[config.mk]
export PLATFORM = sky130hd
export DESIGN_NAME = branch_redirect_ctrl_flat
export DESIGN_NICKNAME = d
export VERILOG_FILES = /design/src/rtl/branch_redirect_ctrl_pkg.sv /design/src/rtl/branch_redirect_ctrl_if.sv /design/src/rtl/branch_redirect_ctrl_sat_counter.sv /design/src/rtl/branch_redirect_ctrl.sv /design/src/flat_wrapper.sv
export SDC_FILE = /design/constraint.sdc
export NUM_CORES = 1
export LEC_CHECK = 0
export CORE_UTILIZATION = 35
export CTS_CLUSTER_DIAMETER = 80
export CTS_CLUSTER_SIZE = 28
export DETAILED_ROUTE_END_ITERATION = 12
export SLEW_MARGIN = 20
export SYNTH_ARGS = -nofsm -noshare
export SYNTH_HDL_FRONTEND = slang
export SYNTH_HIERARCHICAL = 1
export SYNTH_SLANG_ARGS = --single-unit
[constraint.sdc]
create_clock -name clk -period 4.1 [get_ports clk]
set_input_delay 0.41 -clock clk [delete_from_list [all_inputs] [get_ports clk]]
set_output_delay 0.41 -clock clk [all_outputs]
set_load 0.05 [all_outputs]
[src/rtl/branch_redirect_ctrl_pkg.sv]
// Shared constants and types for the branch redirect controller:
// control-flow opcodes, sequencer states and the flush counter width.
package branch_ctrl_pkg;

    localparam logic [6:0] B_OPC  = 7'b1100011;
    localparam logic [6:0] J_OPC  = 7'b1101111;
    localparam int         FCNT_W = 4;

    typedef enum logic [1:0] {
        IDLE  = 2'd0,
        PEND  = 2'd1,
        FLUSH = 2'd2
    } state_t;

    function automatic logic is_branch_or_jump(input logic [6:0] opc);
        return (opc == B_OPC) || (opc == J_OPC);
    endfunction

endpackage

[src/rtl/branch_redirect_ctrl_if.sv]
// EX-stage branch resolution in, front-end redirect/flush and statistics out.
// The EX side presents its inputs every cycle; there is no valid/ready handshake.
interface branch_redirect_ctrl_if #(
    parameter int XLEN  = 32,
    parameter int CNT_W = 16
);
    import branch_ctrl_pkg::*;

    logic             ex_valid;
    logic [6:0]       opcode;
    logic             br_taken;
    logic [XLEN-1:0]  br_target;
    logic             stall_in;

    logic             pc_sel;
    logic [XLEN-1:0]  pc_target;
    logic             flush_if;
    logic             flush_id;
    logic             busy;
    logic [CNT_W-1:0] ctrl_cnt;
    logic [CNT_W-1:0] taken_cnt;
    logic             err;
    state_t           state;

    modport master (
        output ex_valid, opcode, br_taken, br_target, stall_in,
        input  pc_sel, pc_target, flush_if, flush_id, busy,
               ctrl_cnt, taken_cnt, err, state
    );

    modport slave (
        input  ex_valid, opcode, br_taken, br_target, stall_in,
        output pc_sel, pc_target, flush_if, flush_id, busy,
               ctrl_cnt, taken_cnt, err, state
    );

endinterface

[src/rtl/branch_redirect_ctrl_sat_counter.sv]
// Up-counter that sticks at all-ones instead of wrapping.
module sat_counter #(
    parameter int W = 16
) (
    input  logic         clk,
    input  logic         reset,
    input  logic         inc,
    output logic [W-1:0] q
);

    logic [W-1:0] r_q;

    always_ff @(posedge clk) begin
        if (reset) begin
            r_q <= '0;
        end else if (inc && (r_q != '1)) begin
            r_q <= r_q + 1'b1;
        end
    end

    assign q = r_q;

endmodule

[src/rtl/branch_redirect_ctrl.sv]
// Front-end redirect sequencer: captures a taken branch/jump from EX, waits out
// back-end stalls, then pulses pc_sel once and holds the IF/ID flush.
module branch_redirect_ctrl
    import branch_ctrl_pkg::*;
#(
    parameter int XLEN         = 32,
    parameter int FLUSH_CYCLES = 2,
    parameter int CNT_W        = 16
) (
    input  logic clk,
    input  logic reset,
    branch_redirect_ctrl_if.slave bus
);

    localparam logic [FCNT_W-1:0] FLUSH_INIT = FCNT_W'(FLUSH_CYCLES - 1);

    state_t            r_state;
    logic [FCNT_W-1:0] r_cnt;
    logic [XLEN-1:0]   r_target;
    logic              r_pc_sel;
    logic              r_flush;
    logic              r_err;

    logic w_is_bj;
    logic w_is_ctrl;
    logic w_take;
    logic w_idle;

    assign w_is_bj   = is_branch_or_jump(bus.opcode);
    assign w_is_ctrl = bus.ex_valid && w_is_bj;
    assign w_take    = w_is_ctrl && bus.br_taken;
    assign w_idle    = (r_state == IDLE);

    always_ff @(posedge clk) begin
        if (reset) begin
            r_state  <= IDLE;
            r_cnt    <= '0;
            r_target <= '0;
            r_pc_sel <= 1'b0;
            r_flush  <= 1'b0;
            r_err    <= 1'b0;
        end else begin
            r_pc_sel <= 1'b0;
            if (bus.ex_valid && bus.br_taken && !w_is_bj) begin
                r_err <= 1'b1;
            end
            case (r_state)
                IDLE: begin
                    if (w_take) begin
                        r_target <= bus.br_target;
                        if (bus.stall_in) begin
                            r_state <= PEND;
                        end else begin
                            r_pc_sel <= 1'b1;
                            r_flush  <= 1'b1;
                            r_cnt    <= FLUSH_INIT;
                            r_state  <= FLUSH;
                        end
                    end
                end
                // EX is frozen with the same instruction, so its inputs are ignored here
                PEND: begin
                    if (!bus.stall_in) begin
                        r_pc_sel <= 1'b1;
                        r_flush  <= 1'b1;
                        r_cnt    <= FLUSH_INIT;
                        r_state  <= FLUSH;
                    end
                end
                FLUSH: begin
                    if (!bus.stall_in) begin
                        if (r_cnt == '0) begin
                            r_flush <= 1'b0;
                            r_state <= IDLE;
                        end else begin
                            r_cnt <= r_cnt - 1'b1;
                        end
                    end
                end
                default: begin
                    r_state <= IDLE;
                end
            endcase
        end
    end

    // Statistics only count in IDLE so a frozen EX instruction is seen once
    sat_counter #(.W(CNT_W)) u_ctrl_cnt (
        .clk   (clk),
        .reset (reset),
        .inc   (w_is_ctrl && w_idle),
        .q     (bus.ctrl_cnt)
    );

    sat_counter #(.W(CNT_W)) u_taken_cnt (
        .clk   (clk),
        .reset (reset),
        .inc   (w_take && w_idle),
        .q     (bus.taken_cnt)
    );

    assign bus.pc_sel    = r_pc_sel;
    assign bus.pc_target = r_target;
    assign bus.flush_if  = r_flush;
    assign bus.flush_id  = r_flush;
    assign bus.busy      = !w_idle;
    assign bus.err       = r_err;
    assign bus.state     = r_state;

endmodule

[src/flat_wrapper.sv]
// flat-port wrapper written by rule: the top's interface ports become plain ports
module branch_redirect_ctrl_flat import branch_ctrl_pkg::*;
#(
    parameter int XLEN         = 32,
    parameter int FLUSH_CYCLES = 2,
    parameter int CNT_W        = 16
)
  (clk, reset, bus_ex_valid, bus_opcode, bus_br_taken, bus_br_target, bus_stall_in, bus_pc_sel, bus_pc_target, bus_flush_if, bus_flush_id, bus_busy, bus_ctrl_cnt, bus_taken_cnt, bus_err, bus_state);
  branch_redirect_ctrl_if #(.XLEN(XLEN), .CNT_W(CNT_W)) bus_i ();
  input  logic clk;
  input  logic reset;
  input wire logic [$bits(bus_i.ex_valid)-1:0] bus_ex_valid;
  input wire logic [$bits(bus_i.opcode)-1:0] bus_opcode;
  input wire logic [$bits(bus_i.br_taken)-1:0] bus_br_taken;
  input wire logic [$bits(bus_i.br_target)-1:0] bus_br_target;
  input wire logic [$bits(bus_i.stall_in)-1:0] bus_stall_in;
  output wire logic [$bits(bus_i.pc_sel)-1:0] bus_pc_sel;
  output wire logic [$bits(bus_i.pc_target)-1:0] bus_pc_target;
  output wire logic [$bits(bus_i.flush_if)-1:0] bus_flush_if;
  output wire logic [$bits(bus_i.flush_id)-1:0] bus_flush_id;
  output wire logic [$bits(bus_i.busy)-1:0] bus_busy;
  output wire logic [$bits(bus_i.ctrl_cnt)-1:0] bus_ctrl_cnt;
  output wire logic [$bits(bus_i.taken_cnt)-1:0] bus_taken_cnt;
  output wire logic [$bits(bus_i.err)-1:0] bus_err;
  output wire logic [$bits(bus_i.state)-1:0] bus_state;
  assign bus_i.ex_valid = bus_ex_valid;
  assign bus_i.opcode = bus_opcode;
  assign bus_i.br_taken = bus_br_taken;
  assign bus_i.br_target = bus_br_target;
  assign bus_i.stall_in = bus_stall_in;
  assign bus_pc_sel = bus_i.pc_sel;
  assign bus_pc_target = bus_i.pc_target;
  assign bus_flush_if = bus_i.flush_if;
  assign bus_flush_id = bus_i.flush_id;
  assign bus_busy = bus_i.busy;
  assign bus_ctrl_cnt = bus_i.ctrl_cnt;
  assign bus_taken_cnt = bus_i.taken_cnt;
  assign bus_err = bus_i.err;
  assign bus_state = bus_i.state;
  branch_redirect_ctrl #(.XLEN(XLEN), .FLUSH_CYCLES(FLUSH_CYCLES), .CNT_W(CNT_W)) u_core (.clk(clk), .reset(reset), .bus(bus_i));
endmodule
Yosys cells after proc, flatten, opt, wreduce, memory -nomap -nowiden
Cells that the tools add are included.
Storage, ports and cells
  bits in registers: 73
  bits of input ports: 44
  output and inout port bits: 71
  word-level logic and storage cells: 59
Operators by class
  add/subtract/negate cells: 3
  eq/ne operators: 11
  multiplexer cells: 19
  reduce and logical (&&, ||, !) cells: 18
Operator list (number)
  16-bit by 1-bit adder with 16-bit output, second input constant: 2
  16-bit inequality test, second input constant: 2
  4-bit two-way mux: 4
  7-bit == test, second input constant: 2
  4-bit case mux with 3 select lines: 1
  4-bit AND reduction: 3
  2-bit two-way mux: 5
  1-bit logical AND: 8
  1-bit two-way mux: 6
  2-bit inequality test, second input constant: 3
  2-bit case mux with 3 select lines: 1
  4-bit zero test: 1
  2-bit by 1-bit inequality test with 1-bit output, second input constant: 2
  4-bit by 1-bit subtractor with 4-bit output, second input constant: 1
  1-bit case mux with 3 select lines: 1
  3-bit nonzero test: 1
  2-bit by 1-bit == test with 1-bit output, second input constant: 1
  2-bit == test, second input constant: 1
  1-bit zero test: 2
  2-bit zero test: 1
  1-bit case mux with 2 select lines: 1
  2-bit AND reduction: 1
  1-bit logical OR: 1

Longest topological paths before layout
Gate-level depths: netlist of the first run.
  word-level depth: 6
  mapped depth: 8
  mapped depth without buffers: 7

Cells and area by module
Netlist of the first run, hierarchy kept.
Modules (own cells, without submodules)
  branch_redirect_ctrl: instances 1, cells each 208, area each 1778.0 µm², seq. area each 820.8 µm²
  sat_counter: instances 2, cells each 99, area each 848.3 µm², seq. area each 320.3 µm²

Worst setup path before layout of the first run
Ideal clock, no wire load.
  path kind: reg-to-reg
  start: register u_core.r_state[1], in the netlist u_core/bus.state[1]
  end: register u_core.u_taken_cnt.r_q[13], in the netlist u_core/u_taken_cnt/q[13]
  library setup time: 0.070 ns
  arrival time: 2.796 ns
  required time: 4.030 ns
  setup slack: 1.234 ns
  stages on the path, launching flop included: 9
  buffers on the path: 2
  clock period less this slack: 2.866 ns
  path through: dfxtp_1 -> or2_4 -> or4_4 -> buf_6 -> nor2_1 -> nand2_1 -> clkbuf_1 -> or4_1 -> a21oi_1
Between the ends
  cells in the longest elaborated chain, start to end: 3
RTL lines
  from (decl): RTL line branch_redirect_ctrl.sv:17  | state_t r_state;
  from (signal assigned): RTL line branch_redirect_ctrl.sv:36  | r_state <= IDLE;
  from (signal assigned): RTL line branch_redirect_ctrl.sv:52  | r_state <= PEND;
  from (signal assigned): RTL line branch_redirect_ctrl.sv:57  | r_state <= FLUSH;
  2-bit zero test: RTL line branch_redirect_ctrl.sv:32  | assign w_idle = (r_state == IDLE);
  1-bit logical AND: RTL line branch_redirect_ctrl.sv:98  | .inc (w_take && w_idle),
  1-bit logical AND: RTL line branch_redirect_ctrl_sat_counter.sv:16  | end else if (inc && (r_q != '1)) begin
  to (signal assigned): RTL line branch_redirect_ctrl_sat_counter.sv:17  | r_q <= r_q + 1'b1;
  to (decl): RTL line branch_redirect_ctrl_sat_counter.sv:11  | logic [W-1:0] r_q;
Every way passes these cells.
A chain may end at the register's enable or synchronous reset.

Worst setup path after layout of the first run
  start: input bus_opcode[4]
  end: register u_core.u_taken_cnt.r_q[11], in the netlist u_core/u_taken_cnt/q[11]
Between the ends
  cells in the longest elaborated chain, start to end: 6
  elaborated cells on any way between the ends: 7
  classes of those cells: eq/ne (2); reduce/logical (5)
RTL lines
  from (decl): RTL line flat_wrapper.sv:13  | input wire logic [$bits(bus_i.opcode)-1:0] bus_opcode;
  7-bit == test: RTL line branch_redirect_ctrl_pkg.sv:16  | return (opc == B_OPC) || (opc == J_OPC);
  1-bit logical OR *: RTL line branch_redirect_ctrl_pkg.sv:16
  1-bit logical AND *: RTL line branch_redirect_ctrl.sv:30  | assign w_is_ctrl = bus.ex_valid && w_is_bj;
  1-bit logical AND *: RTL line branch_redirect_ctrl.sv:31  | assign w_take = w_is_ctrl && bus.br_taken;
  1-bit logical AND *: RTL line branch_redirect_ctrl.sv:98
  1-bit logical AND *: RTL line branch_redirect_ctrl_sat_counter.sv:16
Mark *: on every way between the ends. The rest lies on a longest branch, timed or not.

==> results of run 1 <==
## cell families (layout without fill, tap and decap cells)
group,count (synthesis),count (layout),share of synthesized area [%]
compound gates,125,125,20.8
simple gates,158,158,28.1
fa+ha+maj,4,4,1.44
mux,5,5,1.55
flops,73,73,42.1
buf+inv,36,143,4.83
xor+xnor,5,5,1.26
## per-stage QoR
| step | cells | power (mW) |
|---|---|---|
| 2_1_floorplan | 406 | 0.766 |
| 6_report | 642 | 1.37 |
| 3_3_place_gp | 626 | 0.819 |
| 4_1_cts | 642 | 1.39 |
| 5_1_grt | 642 | 1.43 |
| 3_5_place_dp | 626 | 0.820 |
## cell usage in the layout, fill, tap and decap left out, types with 3 or more instances in the layout
| master | netlist | routed |
|---|---|---|
| sky130_fd_sc_hd__and4_1 | 6 | 6 |
| sky130_fd_sc_hd__or3_1 | 7 | 7 |
| sky130_fd_sc_hd__dfxtp_1 | 73 | 73 |
| sky130_fd_sc_hd__nor4_1 | 5 | 5 |
| sky130_fd_sc_hd__inv_1 | 9 | 9 |
| sky130_fd_sc_hd__nor2b_1 | 5 | 5 |
| sky130_fd_sc_hd__nor4_4 | 3 | 3 |
| sky130_fd_sc_hd__clkdlybuf4s50_1 | 0 | 113 |
| sky130_fd_sc_hd__o31ai_1 | 13 | 13 |
| sky130_fd_sc_hd__nor2_1 | 18 | 18 |
| sky130_fd_sc_hd__ha_1 | 4 | 4 |
| sky130_fd_sc_hd__buf_4 | 1 | 4 |
| sky130_fd_sc_hd__nand3_1 | 44 | 44 |
| sky130_fd_sc_hd__o21ai_1 | 27 | 27 |
| sky130_fd_sc_hd__nand2_1 | 14 | 14 |
| sky130_fd_sc_hd__nand4_1 | 6 | 6 |
| sky130_fd_sc_hd__or4_1 | 14 | 14 |
| sky130_fd_sc_hd__mux2_2 | 3 | 3 |
| sky130_fd_sc_hd__a21oi_1 | 55 | 55 |
| sky130_fd_sc_hd__xnor2_1 | 4 | 4 |
| sky130_fd_sc_hd__o41ai_1 | 4 | 4 |
| sky130_fd_sc_hd__o311a_1 | 3 | 3 |
| sky130_fd_sc_hd__nand3b_1 | 3 | 3 |
| sky130_fd_sc_hd__nor3_1 | 12 | 12 |
| sky130_fd_sc_hd__o21ai_0 | 13 | 13 |
| sky130_fd_sc_hd__clkbuf_8 | 0 | 10 |
## layout make-up
class	instances	share of cell area, %
Sequential cell	73	30.0
Tap cell	129	3.32
Clock buffer	11	2.91
Inverter	9	0.694
Clock inverter	5	1.13
Timing Repair Buffer	118	24.0
Multi-Input combinational cell	297	37.9
## worst min path at each step
| stage | startpoint | slack, ps | depth (start not counted) | end |
|---|---|---|---|---|
| 6_report | u_core/bus.pc_target[21] | 470 | 2 | u_core/bus.pc_target[21] |
| 3_5_place_dp | u_core/bus.err | 460 | 2 | u_core/bus.err |
| 2_1_floorplan | u_core/r_cnt[0] | 470 | 1 | u_core/r_cnt[0] |
| 3_3_place_gp | u_core/bus.err | 450 | 2 | u_core/bus.err |
| 4_1_cts | u_core/bus.pc_target[21] | 470 | 2 | u_core/bus.pc_target[21] |
| 5_1_grt | u_core/bus.pc_target[11] | 510 | 2 | u_core/bus.pc_target[11] |
## registers in the layout (all words and copies together), names as in the netlist
signal	flops
u_core/bus.pc_target	32
u_core/u_ctrl_cnt/q	16
u_core/bus.err	1
u_core/u_taken_cnt/q	16
u_core/bus.flush_id	1
u_core/bus.state	2
u_core/bus.pc_sel	1
u_core/r_cnt	4
## power breakdown
| group | internal (mW) | switching (mW) | total (mW) |
|---|---|---|---|
| Combinational | 0.0450 | 0.0467 | 0.0917 |
| Sequential | 0.710 | 0.00115 | 0.711 |
| Clock | 0.296 | 0.269 | 0.565 |
## tightest hold or removal path: stages, from the launching register on
cell                      delay, ps
sky130_fd_sc_hd__dfxtp_1        320
sky130_fd_sc_hd__o21ai_2         50
sky130_fd_sc_hd__a21oi_1         50
## synthesized netlist by cell type (all sizes together) (7+ instances only)
master and number:
a21oi 55, buf 11, clkbuf 16, dfxtp 73
inv 9, nand2 16, nand3 44, nand4 8
nor2 18, nor3 12, nor4 8, o21ai 42
o31ai 13, or3 7, or4 15
## metal layers
metal	wire [um]	GRT usage, %	vias up	share of wire [%]
li1	-	-	1723	-
met4	205	8.25	0	2.2
met1	4140	22.6	1603	45
met5	0	0	-	0
met2	4110	28.8	116	45
met3	773	6.21	16	8.4
==> flow_metrics.env, run 1 <==
export IMPL_outcome="finished, final reports clean"
export IMPL_critical_path_max_fanout=33
export IMPL_min_delay_path_class="flop to flop"
export IMPL_pre_cts_slack_ps=764
export IMPL_worst_slew_margin_rel_pct=46.4
export IMPL_final_seq_area_um2=1460
export IMPL_r2r_end="u_core/u_taken_cnt/q[11]"
export IMPL_clock_skew_ps=6.40
export IMPL_layout_area_overhead_vs_synth_pct=40.0
export IMPL_tritoncts="yes"
export IMPL_worst_hold_slack_ps=471
export IMPL_layout_drive_gt1_share_pct=7.60
export IMPL_worst_path_cell_chain="clkdlybuf4s50_1 -> nand3b_1 -> or4_4 -> nor2_1 -> nand2_1 -> nor4bb_1 -> mux2_2"
export IMPL_critical_path_top_delay_family="simple AND/OR/NAND/NOR gates"
export IMPL_die_w_um=102
export IMPL_fmax_mhz=336
export IMPL_finalSetupTns_ps=0
export IMPL_std_cell_rows=35
export IMPL_rsz0062_at_grt="false"
export IMPL_top_ff_cell_synth="sky130_fd_sc_hd__dfxtp_1"
export IMPL_critPathMaxStageDelay_ps=760
export IMPL_num_antenna_cells=0
export IMPL_vdd_drop_max_mv=0.140
export IMPL_route_final_wire_length_um=9230
export IMPL_setup_violations_final=0
export IMPL_critPathArrivalTime_ps=3210
export IMPL_synth_cells=406
export IMPL_cp_start_kind="input port"
export IMPL_reg2regPathDepth=6
export IMPL_worst_slew_pin_slew_ps=797
export IMPL_setup_slack_ps=1130
export IMPL_yosys_top_cell_area_share_pct=42.1
export IMPL_cts_buffers=9
export IMPL_maxCapViolations=0
export IMPL_timing_final_hold_violations=0
export IMPL_worst_setup_path_endpoint="u_core/u_taken_cnt/q[11]"
export IMPL_setup_worst_path_start="bus_opcode[4]"
export IMPL_synth_edff_count=0
export IMPL_layout_core_utilization_pct=51.7
export IMPL_finalWorstPathRequiredPeriod_ps=2970
export IMPL_gpl_final_weighted_congestion=0.803
export IMPL_worst_setup_path_type="input port to flop"
export IMPL_initial_utilization_pct=36.9
export IMPL_cts_root_to_sink_buffers=2
export IMPL_grt_antenna_before_repair=0
export IMPL_netlist_top_cells_area="sky130_fd_sc_hd__dfxtp_1 42%, sky130_fd_sc_hd__a21oi_1 7.9%, sky130_fd_sc_hd__nand3_1 6.3%, sky130_fd_sc_hd__o21ai_1 3.9%, sky130_fd_sc_hd__or4_1 3.0%"
export IMPL_drc_errors=0
export IMPL_postSynth_asyncResetShare_pct=0
export IMPL_reg2reg_slack_ps=1150
export IMPL_final_max_slew_violation_count=0
export IMPL_avgSynthCellArea_um2=8.56
export IMPL_cts_resized_gates=0
export IMPL_post_drt_via_cell_ratio=5.39
export IMPL_worst_setup_hold_path_clk_slew_ps=80
export IMPL_globalRouteTotalUtil_pct=18.3
export IMPL_design_portCount=115
export IMPL_clock_latency_at_the_later_pin_of_the_worst_skew_pair_ps=340
export IMPL_worst_setup_path_end_kind="flop"
export IMPL_core_area_um2=9420
export IMPL_placement_cell_area_um2=4670
export IMPL_total_leakage_power_nw=1.55
export IMPL_gr_total_overflow=0
export IMPL_die_h_um=102
export IMPL_synthesis_nets=454
export IMPL_port_buffer_count=114
export IMPL_post_cts_buffers=0
export IMPL_multiInputGateArea_um2=1850
export IMPL_crit_slowest_cell="sky130_fd_sc_hd__or4_4"
export IMPL_drt_wirelength_per_cell_um=14.4
export IMPL_crit_buf_inv=1
export IMPL_ys_seq_area_share_pct=42.1
export IMPL_layout_nets=556
export IMPL_first_pass_iters=4
export IMPL_yosys_register_bits=73
export IMPL_netlist_cell_type_count=50
export IMPL_initialDrtViolationCount=75
export IMPL_antenna_violating_nets_post_route=0
export IMPL_cts_stage_hold_buffer_count=0
export IMPL_via_count=3458
export IMPL_rr_startpoint="u_core/bus.state[1]"
export IMPL_cts_num_sinks=73
export IMPL_netlist_top_cell_by_area="sky130_fd_sc_hd__dfxtp_1"
export IMPL_cts_htree_levels=3
export IMPL_mappedNetlistArea_um2=3470
export IMPL_yosysWarnings=6
export IMPL_stdcell_area_um2=4860
export IMPL_grt_pass1_vias=3216
export IMPL_power_per_cell_area_nw_per_um2=281
export IMPL_period_utilization_post_route_pct=72.5
export IMPL_grt_first_pass_wirelength_um=15000
export IMPL_timing_critical_path_required_ps=4330
export IMPL_hpwl_um=6310
export IMPL_fillers=909
export IMPL_crit_cells=7
export IMPL_clk_root_buffer_cell="sky130_fd_sc_hd__clkbuf_8"
export IMPL_maximum_number_of_pins_on_one_net_before_global_route_repair=41
export IMPL_floorplan_die_area_um2=10300
No activity file was read; power rests on OpenSTA's default activity.
==> inputs of run 2 (changes only) <==
Clock period 4.1 ns to 2.8 ns, I/O delays scaled along.
==> run 2 against run 1 <==
Net effect:
- final area up 1.0%
- flip-flop and latch count did not move
- total power increased by 44%
- sequential share of layout area shrank 0.26 points
- first-iteration DRC count is 31% higher
- highest routed layer unchanged
- critical endpoint is now u_core/u_taken_cnt/q[15]
==> flow_metrics.env, run 2 (synthesis results as in run 1) <==
export IMPL_grt_first_pass_wirelength_um=15400
export IMPL_rr_startpoint="u_core/bus.state[1]"
export IMPL_layout_cells_most_common="sky130_fd_sc_hd__clkdlybuf4s50_1"
export IMPL_setup_violations_final=0
export IMPL_gr_total_overflow=0
export IMPL_hpwl_um=6420
export IMPL_drc_errors=0
export IMPL_cp_common_cell="sky130_fd_sc_hd__buf_4"
export IMPL_crit_slowest_cell="sky130_fd_sc_hd__or4_4"
export IMPL_hp_start="reset"
export IMPL_via_count=3474
export IMPL_layout_nets=565
export IMPL_post_drt_via_cell_ratio=5.34
export IMPL_final_cell_count_without_fillers=650
export IMPL_worstHoldEndpoint="u_core/bus.err"
export IMPL_crit_buf_inv=2
export IMPL_holdPathStages=2
export IMPL_clk_root_buffer_cell="sky130_fd_sc_hd__clkbuf_8"
export IMPL_clockPowerShare_pct=40.0
export IMPL_pwr_share_comb_pct=7.1
export IMPL_total_leakage_power_nw=1.59
export IMPL_grt_antenna_before_repair=0
export IMPL_worst_path_cell_chain="or2_4 -> or4_4 -> nor2_1 -> buf_4 -> nand2_1 -> buf_4 -> or4_1 -> a21oi_1"
export IMPL_first_pass_iters=4
export IMPL_cp_start_kind="flop"
export IMPL_finalSetupTns_ps=0
export IMPL_outcome="finished, final reports clean"
export IMPL_rsz0062_at_grt="false"
export IMPL_cts_root_to_sink_buffers=2
export IMPL_critPathArrivalTime_ps=2670
export IMPL_timing_final_hold_violations=0
export IMPL_clock_skew_ps=7.08
export IMPL_net_switching_power_mw=0.454
export IMPL_dpl_cell_count=635
export IMPL_num_antenna_cells=0
export IMPL_fillers=883
export IMPL_min_delay_path_class="input port to flop"
export IMPL_reg2reg_slack_ps=400
export IMPL_vdd_drop_max_mv=0.195
export IMPL_critPathMaxStageDelay_ps=540
export IMPL_globalRouteTotalUtil_pct=18.7
export IMPL_design_portCount=115
export IMPL_critical_path_max_fanout=10
export IMPL_finalWorstPathRequiredPeriod_ps=2400
export IMPL_final_max_slew_violation_count=0
export IMPL_worst_setup_hold_path_clk_slew_ps=80
export IMPL_initial_utilization_pct=36.9
export IMPL_period_utilization_post_route_pct=85.9
export IMPL_post_cts_buffers=0
export IMPL_worst_slew_margin_rel_pct=61.9
export IMPL_worst_setup_path_end_kind="flop"
export IMPL_grt_pass1_vias=3303
export IMPL_std_cell_rows=35
export IMPL_drt_wirelength_per_cell_um=14.4
export IMPL_worst_setup_path_type="flop to flop"
export IMPL_cts_stage_hold_buffer_count=0
export IMPL_reg2regPathDepth=8
export IMPL_placement_cell_area_um2=4740
export IMPL_tritoncts="yes"
export IMPL_layout_drive_gt1_share_pct=9.21
export IMPL_route_final_wire_length_um=9390
export IMPL_cts_num_sinks=73
export IMPL_initialDrtViolationCount=98
export IMPL_core_area_um2=9420
export IMPL_cts_htree_levels=3
export IMPL_largest_register_ff_count=32
export IMPL_stdcell_area_um2=4910
export IMPL_seq_power_share_pct=52.9
export IMPL_power_per_cell_area_nw_per_um2=400
export IMPL_layout_area_overhead_vs_synth_pct=41.4
export IMPL_clock_latency_at_the_later_pin_of_the_worst_skew_pair_ps=330
export IMPL_timing_critical_path_required_ps=3060
export IMPL_maxCapViolations=0
export IMPL_worst_hold_slack_ps=398
export IMPL_r2r_end="u_core/u_taken_cnt/q[15]"
export IMPL_gpl_final_weighted_congestion=0.810
export IMPL_final_cell_mix="113 x sky130_fd_sc_hd__clkdlybuf4s50_1, 71 x sky130_fd_sc_hd__dfxtp_1, 55 x sky130_fd_sc_hd__a21oi_1, 44 x sky130_fd_sc_hd__nand3_1, 27 x sky130_fd_sc_hd__o21ai_1"
export IMPL_p_sw_share_pct=23.1
export IMPL_critical_path_top_delay_family="simple AND/OR/NAND/NOR gates"
export IMPL_port_buffer_count=114
export IMPL_antenna_violating_nets_post_route=0
export IMPL_maximum_number_of_pins_on_one_net_before_global_route_repair=36
export IMPL_cts_resized_gates=0
export IMPL_worst_slew_pin_slew_ps=572
export IMPL_cts_buffers=9
export IMPL_fmax_mhz=416
export IMPL_die_h_um=102
export IMPL_die_w_um=102
export IMPL_p_int_mw=1.51
export IMPL_floorplan_die_area_um2=10300
[run 2: cell types whose count changed in the layout (fill, tap and decap cells not counted), sizes merged]
cell / change
clkinvlp: -2
buf: +9
clkinv: +1
[run 2: metal layers]
metal  up-vias  routed length, um  global-route usage (%)
met4         0                129                    6.13
met5         -                  0                       0
met1      1624               4180                    22.6
met2        98               4440                    31.5
met3        10                644                    5.59
li1       1742                  -                       -
[run 2: worst max-delay path by stage]
stage / from / end / slack (ps) / cells past startpoint
3_3_place_gp: bus_opcode[4] / u_core/u_taken_cnt/q[7] / 220 / 9
5_1_grt: u_core/bus.state[1] / u_core/u_taken_cnt/q[13] / 220 / 8
4_1_cts: u_core/bus.state[1] / u_core/u_taken_cnt/q[15] / 400 / 8
2_1_floorplan: u_core/bus.state[1] / u_core/u_taken_cnt/q[7] / 60 / 8
6_report: u_core/bus.state[1] / u_core/u_taken_cnt/q[15] / 400 / 8
3_5_place_dp: bus_opcode[4] / u_core/u_taken_cnt/q[15] / 180 / 9
[run 2: power groups by stage]
stage,Clock (mW),Combinational [mW],Sequential (mW)
2_1_floorplan,0,0.0473,1.07
3_3_place_gp,0,0.139,1.07
3_5_place_dp,0,0.140,1.07
4_1_cts,0.814,0.140,1.04
5_1_grt,0.848,0.150,1.04
6_report,0.786,0.140,1.04
[run 2: cell type report]
type | count | area (um2) | share of cell area [%]
clock inverters | 4 | 45.0 | 0.916
repair buffers | 127 | 1230 | 25.1
clock buffers | 11 | 131 | 2.67
well taps | 129 | 161 | 3.28
inverters | 9 | 33.8 | 0.687
flip-flops and latches | 73 | 1460 | 29.8
multi-input cells | 297 | 1850 | 37.6
[run 2: stage by stage]
stage	worst slack (ps)	power [mW]	utilization, %
floorplan	60.2	1.12	-
finish	396	1.97	52.2
CTS	403	2.00	52.2
global placement	224	1.20	50.3
detailed placement	182	1.21	50.3
global route	221	2.04	52.2
